[src/rtl/arm_instr_serializer.sv]
// arm_instr_serializer: accepts a bundle of up to six packed ARM words and streams them,
// slot 0 first, into a program-memory write port with a running word address.
// Tracks the memory fill level, stops for good when the memory is full and raises sticky
// flags for dropped words and illegal bundle sizes.
module arm_instr_serializer #(
    parameter int unsigned DEPTH      = 1024,
    parameter int unsigned ADDR_WIDTH = 10
) (
    input  logic                  clk,
    input  logic                  reset,
    input  logic                  write_enable,
    input  logic [191:0]          instructions,
    input  logic [2:0]            quantity,
    output logic                  in_ready,
    output logic                  out_valid,
    input  logic                  out_ready,
    output logic [31:0]           out_data,
    output logic [ADDR_WIDTH-1:0] out_addr,
    output logic [ADDR_WIDTH:0]   word_count,
    output logic                  bundle_done,
    output logic                  full,
    output logic                  overflow,
    output logic                  bad_quantity
);

    localparam logic [ADDR_WIDTH:0] DepthW = (ADDR_WIDTH + 1)'(DEPTH);

    typedef enum logic [1:0] {StIdle, StEmit, StFull} state_t;

    state_t              state_q;
    logic [31:0]         slots_q [6];
    logic [2:0]          qty_q;
    logic [2:0]          idx_q;
    logic [ADDR_WIDTH:0] count_next;
    logic                last_slot;

    // Addresses never wrap, so the accepted-word count doubles as the write pointer.
    assign count_next = word_count + (ADDR_WIDTH + 1)'(1);
    assign last_slot  = (idx_q == qty_q - 3'd1);

    // Control FSM with registered handshake outputs, data path and sticky flags.
    always_ff @(posedge clk) begin
        if (!reset) begin
            state_q      <= StIdle;
            qty_q        <= 3'd0;
            idx_q        <= 3'd0;
            in_ready     <= 1'b1;
            out_valid    <= 1'b0;
            out_data     <= 32'd0;
            out_addr     <= '0;
            word_count   <= '0;
            bundle_done  <= 1'b0;
            full         <= 1'b0;
            overflow     <= 1'b0;
            bad_quantity <= 1'b0;
            for (int k = 0; k < 6; k++) begin
                slots_q[k] <= 32'd0;
            end
        end else begin
            bundle_done <= 1'b0;
            case (state_q)
                StIdle: begin
                    if (write_enable) begin
                        if (quantity == 3'd7) begin
                            bad_quantity <= 1'b1;
                        end else if (quantity != 3'd0) begin
                            for (int k = 0; k < 6; k++) begin
                                slots_q[k] <= instructions[32*k +: 32];
                            end
                            qty_q     <= quantity;
                            idx_q     <= 3'd0;
                            // Slot 0 is presented straight from the input so it is valid
                            // one cycle after acceptance.
                            out_data  <= instructions[31:0];
                            out_addr  <= word_count[ADDR_WIDTH-1:0];
                            in_ready  <= 1'b0;
                            out_valid <= 1'b1;
                            state_q   <= StEmit;
                        end
                    end
                end
                StEmit: begin
                    if (out_ready) begin
                        word_count <= count_next;
                        idx_q      <= idx_q + 3'd1;
                        if (count_next == DepthW) begin
                            // Memory exhausted: any remaining slots are lost.
                            full      <= 1'b1;
                            out_valid <= 1'b0;
                            state_q   <= StFull;
                            if (last_slot) begin
                                bundle_done <= 1'b1;
                            end else begin
                                overflow <= 1'b1;
                            end
                        end else if (last_slot) begin
                            bundle_done <= 1'b1;
                            out_valid   <= 1'b0;
                            in_ready    <= 1'b1;
                            state_q     <= StIdle;
                        end else begin
                            out_data <= slots_q[idx_q + 3'd1];
                            out_addr <= out_addr + ADDR_WIDTH'(1);
                        end
                    end
                end
                StFull: begin
                    in_ready  <= 1'b0;
                    out_valid <= 1'b0;
                end
                default: begin
                    state_q <= StIdle;
                end
            endcase
        end
    end

endmodule

[config.mk]
export PLATFORM = sky130hd
export DESIGN_NAME = arm_instr_serializer
export DESIGN_NICKNAME = d
export VERILOG_FILES = /design/src/rtl/arm_instr_serializer.sv
export SDC_FILE = /design/constraint.sdc
export NUM_CORES = 1
export LEC_CHECK = 0
export ABC_AREA = 1
export BUFFER_PORTS_ARGS = -buffer_cell sky130_fd_sc_hd__buf_2
export CORE_ASPECT_RATIO = 1.25
export CORE_MARGIN = 5
export CORE_UTILIZATION = 40
export CTS_CLUSTER_SIZE = 25
export DETAILED_ROUTE_END_ITERATION = 10
export SYNTH_ARGS = -nofsm -noshare
export SYNTH_HDL_FRONTEND = slang
export SYNTH_SLANG_ARGS = --single-unit
[constraint.sdc]
create_clock -name clk -period 39.1 [get_ports clk]
set_clock_uncertainty 0.05 [all_clocks]
set_input_delay 1.955 -clock clk [delete_from_list [all_inputs] [get_ports clk]]
set_output_delay 1.955 -clock clk [all_outputs]
set_load 0.005 [all_outputs]
## Word level (Yosys, flattened, before mapping)

Memories as Yosys holds them, arrays and structs flattened.
Index checks and enable logic that the tools add are counted.

| operators by class | value |
|---|---|
| reduce and logical (&&, ||, !) cells | 15 |
| bitwise operators | 9 |
| equal/unequal tests | 13 |
| add/subtract/negate cells | 4 |
| mux-type cells | 54 |

Operators by type and width:

| operator | count |
|---|---|
| 2-to-1 mux 32 bit | 12 |
| case mux 32 bit (2 select lines) | 1 |
| 2-to-1 mux 10 bit | 6 |
| 2-to-1 mux 1 bit | 20 |
| case mux 10 bit (2 select lines) | 1 |
| inequality test 2 bit, second input constant | 7 |
| AND reduction 7 bit | 2 |
| 2-to-1 mux 2 bit | 6 |
| 2-to-1 mux 3 bit | 4 |
| AND reduction 6 bit | 2 |
| adder 11 x 1 -> 11 bit, second input constant | 1 |
| equality test 11 bit, second input constant | 1 |
| adder 10 x 1 -> 10 bit, second input constant | 1 |
| AND reduction 3 bit | 3 |
| AND reduction 4 bit | 2 |
| bitwise OR 1 bit | 6 |
| case mux 1 bit (3 select lines) | 2 |
| case mux 2 bit (3 select lines) | 1 |
| case mux 3 bit (2 select lines) | 1 |
| nonzero test 3 bit | 2 |
| AND reduction 5 bit | 1 |
| adder 3 x 1 -> 3 bit, second input constant | 1 |
| equality test 3 bit | 1 |
| equality test 3 bit, second input constant | 1 |
| other kinds (8) | 10 |

| word-level totals | value |
|---|---|
| flip-flop bits (word level) | 67 |
| memory bits (writable) | 192 |
| memories | 1 |
| output and inout port bits | 59 |
| logic and storage cells | 108 |
| bits of input ports | 199 |

Memories:

| name | words | width | read ports | clocked after Yosys merged registers in | write ports | RTL line | text |
|---|---|---|---|---|---|---|---|
| slots_q | 6 | 32 | 1 | 0 | 6 | 31 | `logic [31:0] slots_q [6];` |

## Longest topological paths before layout

| depth | value |
|---|---|
| depth after elaboration | 8 |
| depth in mapped cells | 14 |
| depth with buffers taken out | 13 |

## Worst setup path before layout

OpenSTA, ideal clock, no wires.

| timing | value |
|---|---|
| kind | in2reg |
| from | in quantity[0] |
| to | reg qty_q[0] |
| cell stages on the path | 4 |
| arrival | 15.954 ns |
| setup time | 0.694 ns |
| data required time | 38.356 ns |
| buffers on the path | 0 |
| slack | 22.402 ns |
| cell sequence | nand3_1 > nand3_1 > o21ai_0 > o21ai_0 |

| between the ends | value |
|---|---|
| cells in the longest elaborated chain, start to end | 3 |
| elaborated cells between the ends (all ways) | 4 |
| those cells by class | eq/ne (1); bitwise (1); reduce/logical (2) |

RTL lines:

| what | RTL line | text |
|---|---|---|
| start, declared | 13 | `input logic [2:0] quantity,` |
| equality test 3 bit | 64 | `if (quantity == 3'd7) begin` |
| inverter 1 bit (no source line) | - |  |
| AND reduction 4 bit (no source line) | - |  |
| end signal, assigned | 70 | `qty_q <= quantity;` |
| end, declared | 32 | `logic [2:0] qty_q;` |

Several ways; a longest one is shown, not always the timed one.
A chain may end at the register's enable or synchronous reset.

==> metrics.md <==
| Metric | Value |
|---|---|
| Total CTS buffers | 27 |
| Setup Crit Path Kind | input port to flip-flop |
| Sink Count | 259 |
| Layout cells sized above 1 | 20.5% |
| PortBufs | 257 |
| Synth cell count leaders | 376 x nor2_1, 255 x inv_1, 192 x edfxtp_1 |
| Final period utilization | 11.5% |
| Top cells by area, synth | edfxtp_1 46%, nor2_1 11%, dfxtp_1 11% |
| Wire length of the first global-routing pass | 53,300 um |
| Cell area after synthesis | 0.0125 mm2 |
| Final worst slack | 34.62 ns |
| Clk pwr share | 28.1% |
| PwrDens | 62.0 mW/mm2 |
| Starting Density | 40.3% |
| Routed WL per cell | 15.7 um |
| Largest family of logic cells by synthesized area | simple AND/OR/NAND/NOR gates |
| Measured slew at the worst slew-check pin | 1.13 ns |
| Die height | 207 um |
| Largest net degree at the start of global routing | 196 |
| CTS resizes | 0 |
| Mux cell area share after synthesis | 0% |
| Die X-Extent | 168 um |
| Syn avg cell area | 8.48 um2 |
| Synth Area in Simple Gates | 20.7% |
| Syn Inst Count | 1,470 |
| Synth Area in Compound Gates | 10.0% |
| Crit path max fanout | 108 |
| CTS Hold Bufs | 0 |
| Critical Path, Cell by Cell | buf_2, nor3_1, nor2_1, nand2_4, buf_4, nor2_1 |
| Area delta synth->final | 19.6% |
| Clk slew on worst S/H paths | 0.06 ns |
| Register area share after synthesis | 57.0% |
| Net switching power | 0.310 mW |
| Internal Power | 0.613 mW |
| Fmax | 223 MHz |
| Yosys top cell by area | edfxtp_1 |
| GRT Util Overall | 18.7% |
| Worst VDD drop | 0.0394 mV |
| Min-Delay Path Class | flip-flop to flip-flop |
| RePlAce Congestion | 0.800 |
| DRC violations left | 0 |
| Arrival time of the worst setup path | 4.68 ns |
| Flops & latches, synth | 259 |
| Most used cell, CP | nor2_1 |
| DR vias | 10,130 |
| H-tree lvl count | 1 |
| Slowest CP cell | buf_4 |
| Routed WL | 33,100 um |
| Outcome | complete, no violations |
| Tmin final | 4.48 ns |
| Max-Cap Viols | 0 |
| Final std cells w/o fill | 2,112 |
| Clock root buffer | clkbuf_16 |
| Syn Nets | 1,677 |
| CP Launch Type | input port |
| DP Worst Slack | 34.08 ns |
| Adder-cell share of the synthesized area | 0.803% |
| Count of cell types in the netlist | 36 |
| Lkg Pwr | 7.21 nW |
| Post CTS Setup Buffer Count | 0 |
| Count of TritonRoute iterations in the first routing pass | 5 |
| Post-synth EDFFs | 192 |
| Yosys warnings | 0 |
| Combinational share of power | 28.2% |
| Standard-cell rows | 72 |
| Slew Limit Headroom | 24.3% |
| Main synth FF type | edfxtp_1 |
| Critical Path RT | 39.30 ns |
| Post-Place Cells | 2,061 |
| Cell with the most instances after synthesis | nor2_1 |
| TritonCTS clock tree | done |
| Core area | 0.0309 mm2 |
| IO Pins | 258 |
| Nets@finish | 1,890 |
| Yosys top cell area share | 46.3% |
| Die ar. | 0.0348 mm2 |
| Initial DRC count | 676 |
| Worst-skew pair later-pin latency | 0.53 ns |
| Fillers | 3,088 |
| Final Hold Vio Count | 0 |
| Flop pwr share | 43.7% |
| CP peak stage delay | 0.99 ns |
| Antenna violations before repair | 1 |
| GR Overflow Total | 0 |
| Number of global-route vias before repair | 10,412 |
| Setup violators final | 0 |
| Xor-xnor portion of the synthesized cell area | 0.773% |
| DR vias/cell | 4.80 |
| Asr flop ratio synth | 0% |
| Fin. max-slew vios | 0 |
| Crit. End Element | flip-flop |
| Hpwl dp | 21,200 um |
| CTS max path bufs | 3 |
| Sw Ratio | 33.6% |
| Setup TNS | 0 ns |
| Antenna viol nets, final | 0 |
| Setup repair after global routing missed its margin | no |
-- worst max-delay path: cells and delay by family --
kind / cells / cell delay (ns)
and+or+nand+nor: 4 / 1.46
buffers and inverters: 2 / 1.10
-- routing by layer --
metal  track usage [%]  share of wire, %  vias to the layer above
met1              23.3                42                     4666
li1                  -                 -                     5100
met2              32.6                49                      284
met5                 0                 0                        -
met4              6.75               3.4                        0
met3              3.20               5.6                       80
-- registers in the layout, indices dropped and copies added (netlist names) --
register,cells
bad_quantity,1
bundle_done,1
full,1
idx_q,3
in_ready,1
out_addr,10
out_data,32
out_valid,1
overflow,1
qty_q,3
slots_q,192
state_q,2
word_count,11
-- path summary, 6_finish.rpt --
kind / start / to / slack (ns) / cells past startpoint
max: quantity[2] / slots_q[1][0] / 34.62 / 6
min: overflow / overflow / 0.40 / 2
max reg2reg: state_q[1] / out_data[11] / 35.65 / 13
min reg2reg: overflow / overflow / 0.40 / 2
-- final cells by class --
type,count,area (um2),share of cell area (%)
diodes,1,2.50,0.0168
clock buffers,34,712,4.78
clock inverters,16,179,1.20
inverters,261,981,6.58
multi-input cells,869,4050,27.2
flip-flops and latches,259,7110,47.7
well taps,407,509,3.42
repair buffers,265,1360,9.12
-- power by group through the flow --
| stage | Clock, mW | Combinational [mW] | Sequential (mW) |
|---|---|---|---|
| 2_1_floorplan | 0 | 0.190 | 0.410 |
| 3_3_place_gp | 0 | 0.262 | 0.408 |
| 3_5_place_dp | 0 | 0.264 | 0.409 |
| 4_1_cts | 0.267 | 0.266 | 0.404 |
| 5_1_grt | 0.278 | 0.299 | 0.412 |
| 6_report | 0.260 | 0.260 | 0.404 |
-- through the flow --
step	util [%]	power [mW]	hold WS [ns]	cell area, um2
after global routing	48.2	0.988	0.442	14900
after floorplan	-	0.600	0.397	12500
after CTS	48.2	0.937	0.402	14900
after detailed placement	45.3	0.673	0.393	14000
final	48.2	0.924	0.398	14900
after global placement	45.3	0.670	0.386	14000
-- kinds of logic after synthesis --
group                      Yosys count
AOI/OAI and AO/OA                  208
xor gates and xnor gates            11
adders and majority gates            8
buffers and inverters              342
DFF                                259
and+or+nand+nor                    642
-- cell usage in the layout, fill, tap and decap left out, types with 34 or more instances in the layout --
cell type	Yosys	final
buf_2	12	257
dfxtp_1	67	66
edfxtp_1	192	192
inv_1	255	254
nand2_1	188	187
nand3_1	46	46
nor2_1	376	376
o21ai_0	94	93
o22ai_1	34	34
No activity file was read; power rests on OpenSTA's default activity.
